===== src/rtl/uart_alu_pkg.sv =====
// uart_alu_pkg: shared TX state encoding, byte selectors and frame helpers for the UART ALU link.
// UART_TX_FLAGS_EN adds the flags byte states and widens the frame to three bytes.
package uart_alu_pkg;

    typedef enum logic [3:0] {
        IDLE     = 4'd0,
        REGISTER = 4'd1,
        SEND_LSB = 4'd2,
        WAIT_LSB = 4'd3,
        GAP      = 4'd4,
        SEND_MSB = 4'd5,
        WAIT_MSB = 4'd6,
        DONE     = 4'd7
`ifdef UART_TX_FLAGS_EN
        ,
        SEND_FLG = 4'd8,
        WAIT_FLG = 4'd9
`endif
    } tx_state_t;

    typedef enum logic [1:0] {
        BYTE_LSB = 2'd0,
        BYTE_MSB = 2'd1,
        BYTE_FLG = 2'd2
    } byte_sel_t;

`ifdef UART_TX_FLAGS_EN
    localparam int FRAME_BYTES = 3;
`else
    localparam int FRAME_BYTES = 2;
`endif

    function automatic logic is_send(tx_state_t s);
`ifdef UART_TX_FLAGS_EN
        return s == SEND_LSB || s == SEND_MSB || s == SEND_FLG;
`else
        return s == SEND_LSB || s == SEND_MSB;
`endif
    endfunction

    function automatic logic [7:0] select_byte(byte_sel_t sel, logic [15:0] result, logic [3:0] flags);
        return sel == BYTE_MSB ? result[15:8] : sel == BYTE_FLG ? {4'h0, flags} : result[7:0];
    endfunction

endpackage


===== src/rtl/uart_tx_ctrl_if.sv =====
// uart_tx_ctrl_if: trigger/result side and byte-transmitter handshake of the TX controller.
interface uart_tx_ctrl_if;
    logic        trigger;
    logic [15:0] result;
    logic [3:0]  flags;
    logic        tx_busy;
    logic        tx_start;
    logic [7:0]  tx_data;
    logic        busy;
    logic        done;

    modport master (
        output trigger, result, flags, tx_busy,
        input  tx_start, tx_data, busy, done
    );

    modport slave (
        input  trigger, result, flags, tx_busy,
        output tx_start, tx_data, busy, done
    );
endinterface


===== src/rtl/delay_counter.sv =====
// delay_counter: counts 0..count-1 while enabled; tc flags the last cycle of the run.
module delay_counter #(
    parameter int W = 8
) (
    input  logic         clk,
    input  logic         reset,
    input  logic         clear,
    input  logic         enable,
    input  logic [W-1:0] count,
    output logic         tc
);
    logic [W-1:0] value;

    assign tc = enable && value == count - W'(1);

    always_ff @(posedge clk)
        if (reset || clear) value <= '0;
        else if (enable && !tc) value <= value + W'(1);
endmodule


===== src/rtl/registros_n_bit.sv =====
// registros_n_bit: N-bit register with synchronous clear and load enable.
module registros_n_bit #(
    parameter int N = 8
) (
    input  logic         clk,
    input  logic         reset,
    input  logic         load,
    input  logic [N-1:0] d,
    output logic [N-1:0] q
);
    always_ff @(posedge clk)
        if (reset) q <= '0;
        else if (load) q <= d;
endmodule


===== src/rtl/uart_tx_ctrl.sv =====
// uart_tx_ctrl: latches the ALU result on trigger and sends it LSB then MSB over a start/busy byte handshake.
// Define UART_TX_FLAGS_EN to append a third byte {4'h0, flags} after the MSB.
module uart_tx_ctrl
    import uart_alu_pkg::*;
#(
    parameter int WAIT_FOR_REGISTER_DELAY = 100,
    parameter int INTER_BYTE_DELAY        = 0
) (
    input  logic             clk,
    input  logic             reset,
    uart_tx_ctrl_if.slave    bus,
    output logic [3:0]       LED
);
    localparam int REG_CYCLES = WAIT_FOR_REGISTER_DELAY > 0 ? WAIT_FOR_REGISTER_DELAY : 1;
    localparam int MAX_CYCLES = REG_CYCLES > INTER_BYTE_DELAY ? REG_CYCLES : INTER_BYTE_DELAY;
    localparam int CW         = $clog2(MAX_CYCLES + 1);
    localparam logic [CW-1:0] REG_COUNT = CW'(REG_CYCLES);
    localparam logic [CW-1:0] GAP_COUNT = CW'(INTER_BYTE_DELAY);

    tx_state_t   state, state_next, resume;
    byte_sel_t   byte_sel;
    logic        accept, cnt_tc, load_byte;
    logic [15:0] res_q;
    logic [3:0]  flg_q;
    logic [7:0]  data_q;

    assign accept    = state == IDLE && bus.trigger;
    assign load_byte = state_next != state && is_send(state_next);
    assign byte_sel  = state_next == SEND_MSB ? BYTE_MSB : state_next == SEND_LSB ? BYTE_LSB : BYTE_FLG;

    registros_n_bit #(.N(16)) u_result (
        .clk  (clk),
        .reset(reset),
        .load (accept),
        .d    (bus.result),
        .q    (res_q)
    );

    registros_n_bit #(.N(4)) u_flags (
        .clk  (clk),
        .reset(reset),
        .load (accept),
        .d    (bus.flags),
        .q    (flg_q)
    );

    // Every state change restarts the run, so REGISTER and GAP always begin from zero.
    delay_counter #(.W(CW)) u_delay (
        .clk   (clk),
        .reset (reset),
        .clear (state_next != state),
        .enable(state == REGISTER || state == GAP),
        .count (state == GAP ? GAP_COUNT : REG_COUNT),
        .tc    (cnt_tc)
    );

    always_ff @(posedge clk)
        if (reset) state <= IDLE;
        else state <= state_next;

    // GAP is shared between bytes; remember which SEND state it hands over to.
    always_ff @(posedge clk)
        if (reset) resume <= SEND_MSB;
        else if (state == WAIT_LSB) resume <= SEND_MSB;
`ifdef UART_TX_FLAGS_EN
        else if (state == WAIT_MSB) resume <= SEND_FLG;
`endif

    always_ff @(posedge clk)
        if (reset) data_q <= '0;
        else if (load_byte) data_q <= select_byte(byte_sel, res_q, flg_q);

    always_comb begin
        state_next   = state;
        bus.tx_start = is_send(state);
        bus.tx_data  = data_q;
        bus.busy     = state != IDLE;
        bus.done     = state == DONE;
        LED          = state;
        case (state)
            IDLE:     state_next = bus.trigger ? REGISTER : IDLE;
            REGISTER: state_next = cnt_tc ? SEND_LSB : REGISTER;
            SEND_LSB: state_next = bus.tx_busy ? WAIT_LSB : SEND_LSB;
            WAIT_LSB: state_next = bus.tx_busy ? WAIT_LSB : INTER_BYTE_DELAY > 0 ? GAP : SEND_MSB;
            GAP:      state_next = cnt_tc ? resume : GAP;
            SEND_MSB: state_next = bus.tx_busy ? WAIT_MSB : SEND_MSB;
`ifdef UART_TX_FLAGS_EN
            WAIT_MSB: state_next = bus.tx_busy ? WAIT_MSB : INTER_BYTE_DELAY > 0 ? GAP : SEND_FLG;
            SEND_FLG: state_next = bus.tx_busy ? WAIT_FLG : SEND_FLG;
            WAIT_FLG: state_next = bus.tx_busy ? WAIT_FLG : DONE;
`else
            WAIT_MSB: state_next = bus.tx_busy ? WAIT_MSB : DONE;
`endif
            DONE:     state_next = IDLE;
            default:  state_next = IDLE;
        endcase
    end

    a_start_held: assert property (@(posedge clk) disable iff (reset)
        bus.tx_start && !bus.tx_busy |=> bus.tx_start && $stable(bus.tx_data));

    a_done_pulse: assert property (@(posedge clk) disable iff (reset)
        bus.done |=> !bus.done);

endmodule


===== src/flat_wrapper.sv =====
// flat-port wrapper written by rule: the top's interface ports become plain ports
module uart_tx_ctrl_flat import uart_alu_pkg::*;
#(
    parameter int WAIT_FOR_REGISTER_DELAY = 100,
    parameter int INTER_BYTE_DELAY        = 0
)
  (clk, reset, LED, bus_trigger, bus_result, bus_flags, bus_tx_busy, bus_tx_start, bus_tx_data, bus_busy, bus_done);
  uart_tx_ctrl_if bus_i ();
  input  logic clk;
  input  logic reset;
  output logic [3:0] LED;
  input wire logic [$bits(bus_i.trigger)-1:0] bus_trigger;
  input wire logic [$bits(bus_i.result)-1:0] bus_result;
  input wire logic [$bits(bus_i.flags)-1:0] bus_flags;
  input wire logic [$bits(bus_i.tx_busy)-1:0] bus_tx_busy;
  output wire logic [$bits(bus_i.tx_start)-1:0] bus_tx_start;
  output wire logic [$bits(bus_i.tx_data)-1:0] bus_tx_data;
  output wire logic [$bits(bus_i.busy)-1:0] bus_busy;
  output wire logic [$bits(bus_i.done)-1:0] bus_done;
  assign bus_i.trigger = bus_trigger;
  assign bus_i.result = bus_result;
  assign bus_i.flags = bus_flags;
  assign bus_i.tx_busy = bus_tx_busy;
  assign bus_tx_start = bus_i.tx_start;
  assign bus_tx_data = bus_i.tx_data;
  assign bus_busy = bus_i.busy;
  assign bus_done = bus_i.done;
  uart_tx_ctrl #(.WAIT_FOR_REGISTER_DELAY(WAIT_FOR_REGISTER_DELAY), .INTER_BYTE_DELAY(INTER_BYTE_DELAY)) u_core (.clk(clk), .reset(reset), .bus(bus_i), .LED(LED));
endmodule

===== config.mk =====
export PLATFORM = sky130hd
export DESIGN_NAME = uart_tx_ctrl_flat
export DESIGN_NICKNAME = d
export VERILOG_FILES = /design/src/rtl/uart_alu_pkg.sv /design/src/rtl/uart_tx_ctrl_if.sv /design/src/rtl/delay_counter.sv /design/src/rtl/registros_n_bit.sv /design/src/rtl/uart_tx_ctrl.sv /design/src/flat_wrapper.sv
export SDC_FILE = /design/constraint.sdc
export NUM_CORES = 1
export LEC_CHECK = 0
export ABC_AREA = 0
export BUFFER_PORTS_ARGS = -buffer_cell sky130_fd_sc_hd__buf_2
export CAP_MARGIN = 20
export CORE_UTILIZATION = 45
export CTS_CLUSTER_DIAMETER = 30
export DETAILED_ROUTE_END_ITERATION = 8
export HOLD_SLACK_MARGIN = 0.1
export PLACE_DENSITY = 0.79
export SYNTH_ARGS = -nofsm -noshare
export SYNTH_HDL_FRONTEND = slang
export SYNTH_SLANG_ARGS = --single-unit

===== constraint.sdc =====
create_clock -name clk -period 2.2 [get_ports clk]
set_input_delay 0.66 -clock clk [delete_from_list [all_inputs] [get_ports clk]]
set_output_delay 0.66 -clock clk [all_outputs]
set_load 0.005 [all_outputs]

==> qor.csv, run 1 <==
metric;value;unit
DRC;0;
hold slack;0.453;ns
layout cells sized above 1;25.4;%
grt met1 use;23.2;%
Slew Limit Headroom;64.4;%
cells after synthesis;207;
CP Class;flop to primary output;
Initial Util;48.3;%
number of diodes;0;
power per cell area;680;nW/µm²
root buffer cell;clkbuf_8;
chip width;62.8;µm
first-pass GRT wire length;5900;µm
leading area contributor after synthesis;dfxtp_1;
Final setup viols;0;
DRT Wirelength;3520;µm
fmax;479;MHz
die height;62.8;µm
final worst-path cycle share;94.8;%
Layout area overhead;19.0;%
top cells by area, synth;dfxtp_1 41%, nand2_1 11%, a21oi_1 7.5%, a221oi_2 3.6%, nor2_1 2.9%;
nets;265;
Top FF cell, synth;dfxtp_1;
max-slew violation count;0;
clk sinks;34;
critical path startpoint category;flop;
Post-Syn Area per Cell;8.04;µm²
critical-path cell list;nand2b_1 > o21ai_0 > buf_2;
CTS tree;yes;
sequential area share after synthesis;40.9;%
Post-CTS Repair Setup Buffers;0;
worst-path fanout max;14;
Fillers;337;
Die Area;3950;µm²
Iter 0 DRT Violations;140;
unrepaired setup endpoints after global routing;false;
top-area cell type share of the netlist area;40.9;%
Multi-input gate area;888;µm²
TNS Setup;0;ns
Syn. warnings;0;
Final Wtd Congestion;0.832;
register area;682;µm²
via count of the routed design;1524;
Global Route Usage Sum;19.1;%
Leakage;0.784;nW
CP max-delay cell;dfxtp_1;
placed instance area;1870;µm²
status;finished clean;
worst vdd ir;0.000355;V
routed len/inst;12.3;µm
row count;21;
worst-skew pair later-pin latency;0.28;ns
Slew @ Worst Pin;0.534;ns
Worst EP required;1.54;ns
drt via density;5.33;
first-pass iteration count of the detailed router;4;
final instance area;1980;µm²
IO Pins;39;
H-Tree Level Count;2;
Max stage delay on crit path;0.63;ns
largest net degree at the start of global routing;28;
clk buf depth;2;
number of buffers created by CTS;5;
met2 usage;31.3;%
Core ar.;3440;µm²
Seq cells post-synth;34;
Clock transition at path regs;0.07;ns
IO Port Bufs;33;
Worst Hold Class;flop to flop;
most frequent cells in the layout;49 x nand2_1, 33 x buf_2, 33 x dfxtp_1;
CP arrival;1.43;ns
most common cell after layout, fill and taps aside;nand2_1;
Setup crit end kind;primary output;
GR peak layer;met2;
minimum clock period;2.09;ns
count of different cell masters after synthesis;43;
Max Cap Viol;0;
Post-Syn Nets;232;
Async SR Flop Fraction;0;%
area of the mapped netlist;1660;µm²
initial antenna violation count;0;
Post-Route Skew;0.00677;ns
grt total ovfl;0;
number of synthesized flops with an enable pin;0;
antenna-violating nets left;0;
met3 Track Usage GR;3.83;%
vias in the first global route;1345;
final hold viol count;0;
hpwl dp;2490;µm
worst max-delay path: cells and delay by family (launching register included):
kind | cells | cell delay (ns)
AO/OA/AOI/OAI | 1 | 0.19
buffers and inverters | 1 | 0.14
flip-flops | 1 | 0.63
AND/OR/NAND/NOR | 1 | 0.18
final timing paths:
| check | startpoint | end | slack (ns) | cells after the start |
|---|---|---|---|---|
| setup / recovery | u_core.LED[1] | bus_tx_start | 0.11 | 3 |
| hold / removal | u_core.u_result.q[8] | u_core.u_result.q[8] | 0.45 | 2 |
| setup reg to reg | u_core.u_delay.value[0] | u_core.bus.tx_data[7] | 0.18 | 6 |
| hold reg to reg | u_core.u_result.q[8] | u_core.u_result.q[8] | 0.45 | 2 |
power breakdown:
group	internal, W	leakage [nW]	switching [W]	total [W]
sequential	0.000638	0.277	0.0000181	0.000656
combinational	0.0000523	0.450	0.0000650	0.000117
clock	0.000362	0.0573	0.000211	0.000573
total	0.00105	0.784	0.000294	0.00135
cell families after synthesis:
group,Yosys count,share of synthesized area [%]
and+or+nand+nor,88,25.6
AOI/OAI and AO/OA,54,22.6
adders and majority gates,1,0.752
muxes,1,0.602
buffers and inverters,21,5.71
DFF,34,40.9
other,1,0.225
xor gates and xnor gates,7,3.68
what timing repair did:
item | CTS | global route
gates resized for setup | 0 | 1
endpoints found under the setup margin | 0 | 1
hold buffers | 0 | 0
state kept, by name, summed over array words and instances (netlist names):
register / count
u_core.u_result.q: 16
u_core.LED: 3
u_core.u_delay.value: 7
u_core.bus.tx_data: 8
per-layer routing:
metal	routed length [µm]	vias to the layer above	share of wire (%)
met1	1610	705	46
li1	-	772	-
met4	73	0	2.1
met3	190	5	5.4
met5	0	-	0
met2	1640	42	47
metrics by stage:
step | total power, W | utilization [%] | setup WS [ns] | cells
after floorplan | 0.000747 | - | 0.480 | 207
after global placement | 0.000785 | 54.2 | 0.257 | 279
after detailed placement | 0.000786 | 54.2 | 0.199 | 279
after CTS | 0.00136 | 57.5 | 0.0548 | 286
after global routing | 0.00141 | 57.5 | 0.0212 | 286
final | 0.00135 | 57.5 | 0.114 | 286
area by class of cell:
class                           instances  area share (%)
Tap cell                               46            2.91
Timing Repair Buffer                   39            10.6
Multi-Input combinational cell        152            44.9
Clock buffer                            6            4.17
Clock inverter                          1            1.52
Sequential cell                        34            34.4
Inverter                                8            1.52
Yosys cell counts, types with 2 or more instances:
cell type / n
o21ai_0: 7
nand3_1: 4
nor2_1: 13
buf_2: 4
inv_1: 8
a21oi_1: 25
nand2b_1: 3
clkbuf_1: 6
nand3_2: 3
nor2b_1: 2
a31oi_1: 4
nor3_1: 2
nand2_1: 49
and3_1: 2
dfxtp_1: 34
buf_4: 3
a221oi_2: 4
xnor2_1: 4
xor2_1: 3
or3_1: 2
o2111ai_1: 2
a21o_1: 2
Power figures use the tool's default switching activity.
==> run 2: changes to the inputs <==
- CTS_BUF_LIST: default -> sky130_fd_sc_hd__clkbuf_16
- MAX_ROUTING_LAYER: default -> met4
==> qor.csv, run 2 (synthesis gave the netlist of run 1 again) <==
metric;value;unit;change
initial antenna violation count;0;;unchanged
Sw Ratio;20.5;%;was 21.8%
worst vdd ir;0.000411;V;was 0.000355 V
final hold viol count;0;;unchanged
grt total ovfl;0;;unchanged
Pint;0.00121;W;was 0.00105 W
Slew Limit Headroom;63.9;%;was 64.4%
largest net degree at the start of global routing;28;;unchanged
Layout area overhead;21.8;%;was 19.0%
Slew @ Worst Pin;0.541;ns;was 0.534 ns
IO Port Bufs;33;;unchanged
Iter 0 DRT Violations;161;;was 140
number of buffers created by CTS;5;;unchanged
FF-to-FF End;u_core.bus.tx_data[7];;unchanged
Setup crit end kind;primary output;;unchanged
fmax;486;MHz;was 479 MHz
clk buf depth;2;;unchanged
DRC;0;;unchanged
reg2reg path depth;6;;unchanged
Net Sw Power;0.000313;W;was 0.000294 W
Largest register FFs;16;;unchanged
R2R setup slack;0.16;ns;was 0.18 ns
worst-skew pair later-pin latency;0.27;ns;was 0.28 ns
Pwr Total;0.00153;W;was 0.00135 W
Leakage;0.804;nW;was 0.784 nW
Reg power frac;43.1;%;was 48.7%
cell depth of the worst min-delay path;2;;unchanged
hpwl dp;2490;µm;unchanged
first-pass iteration count of the detailed router;4;;unchanged
Initial Util;48.3;%;unchanged
RR Startpoint;u_core.u_delay.value[0];;unchanged
root buffer cell;clkbuf_16;;was clkbuf_8
final instance area;2030;µm²;was 1980 µm²
CTS Hold Buffers Added;0;;unchanged
nets;265;;unchanged
TNS Setup;0;ns;unchanged
GR peak layer;met2;;unchanged
Die Area;3950;µm²;unchanged
unrepaired setup endpoints after global routing;false;;unchanged
clk sinks;34;;unchanged
vias in the first global route;1367;;was 1,345
via count of the routed design;1531;;was 1,524
IO Pins;39;;unchanged
number of diodes;0;;unchanged
met3 Track Usage GR;4.56;%;was 3.83%
worst min-delay path startpoint;u_core.u_result.q[8];;unchanged
largest register by flop count;u_core.u_result.q;;unchanged
antenna-violating nets left;0;;unchanged
drt via density;5.35;;was 5.33
minimum clock period;2.06;ns;was 2.09 ns
Core ar.;3440;µm²;unchanged
placed instance area;1870;µm²;unchanged
DRT Wirelength;3610;µm;was 3520 µm
Post-Route Skew;0.00298;ns;was 0.00677 ns
layout cells sized above 1;25.0;%;was 25.4%
CTS tree;yes;;unchanged
power per cell area;753;nW/µm²;was 680 nW/µm²
Global Route Usage Sum;20.0;%;was 19.1%
Clock transition at path regs;0.05;ns;was 0.07 ns
H-Tree Level Count;2;;unchanged
critical path startpoint category;flop;;unchanged
grt met1 use;23.7;%;was 23.2%
row count;21;;unchanged
Max Cap Viol;0;;unchanged
routed len/inst;12.6;µm;was 12.3 µm
first-pass GRT wire length;6030;µm;was 5900 µm
die height;62.8;µm;unchanged
Final Wtd Congestion;0.845;;was 0.832
Worst Hold Endpoint;u_core.u_result.q[8];;unchanged
Fillers;328;;was 337
Final setup viols;0;;unchanged
Worst Hold Class;flop to flop;;unchanged
Setup WS pre-CTS;0.199;ns;unchanged
Worst EP required;1.54;ns;about the same
chip width;62.8;µm;unchanged
met2 usage;32.2;%;was 31.3%
most frequent cells in the layout;49 x nand2_1, 33 x buf_2, 33 x dfxtp_1;;unchanged
status;finished clean;;unchanged
Worst Slack Setup Final;0.142;ns;was 0.114 ns
max-slew violation count;0;;unchanged
final worst-path cycle share;93.6;%;was 94.8%
Layout Utilization;58.9;%;was 57.5%
Comb power frac;7.8;%;was 8.7%
Clk pwr share;49.1;%;was 42.5%
most common cell after layout, fill and taps aside;nand2_1;;unchanged
CP arrival;1.40;ns;was 1.43 ns
CP Class;flop to primary output;;unchanged
worst-path fanout max;14;;unchanged
run 2: changes by cell type in the layout (fill, tap and decap cells not counted):
cell / previous run / this run
clkinv_1: 0 / 1
clkbuf_8: 6 / 0
clkbuf_16: 0 / 5
run 2: through the flow:
step | instances | hold slack, ns
after floorplan | 207 | 0.433
after global routing | 286 | 0.475
after CTS | 286 | 0.453
after detailed placement | 279 | 0.450
after global placement | 279 | 0.443
final | 286 | 0.451
run 2: power groups by stage:
| stage | registers, W | logic [W] | clock network (W) |
|---|---|---|---|
| after floorplan | 0.000662 | 0.0000857 | 0 |
| final | 0.000658 | 0.000119 | 0.000750 |
| after CTS | 0.000657 | 0.000119 | 0.000763 |
| after global routing | 0.000660 | 0.000132 | 0.000799 |
| after detailed placement | 0.000669 | 0.000117 | 0 |
| after global placement | 0.000669 | 0.000116 | 0 |
run 2: worst max-delay path by stage:
| stage | end | startpoint | depth (start not counted) |
|---|---|---|---|
| after floorplan | u_core.bus.tx_data[6] | bus_trigger | 5 |
| after global placement | u_core.bus.tx_data[5] | bus_tx_busy | 6 |
| after detailed placement | u_core.bus.tx_data[7] | bus_tx_busy | 6 |
| after CTS | bus_tx_start | u_core.LED[0] | 4 |
| after global routing | bus_tx_start | u_core.LED[1] | 3 |
| final | bus_tx_start | u_core.LED[1] | 3 |
run 2: timing repair:
action / in CTS / in global routing
buffers inserted: 0 / 0
resized for setup: 0 / 1
hold endpoints to repair: 0 / 0
setup endpoints to repair: 0 / 1
run 2: layout make-up:
type,count,area (µm²),share of cell area [%]
sequential,34,682,33.6
timing repair buffer,39,210,10.4
inverter,8,30.0,1.48
multi-input combinational,152,888,43.8
clock buffer,5,125,6.17
clock inverter,2,33.8,1.67
tap,46,57.6,2.84
run 2: per-layer routing:
layer | part of all wire, % | wire length, µm
met1 | 47 | 1690
met2 | 47 | 1700
met3 | 4.4 | 157
met4 | 1.7 | 61
met5 | 0 | 0
run 2: worst max-delay path, stage by stage (launching register included):
cell	delay (ns)
dfxtp_1	0.62
nand2b_1	0.18
o21ai_0	0.18
buf_2	0.14
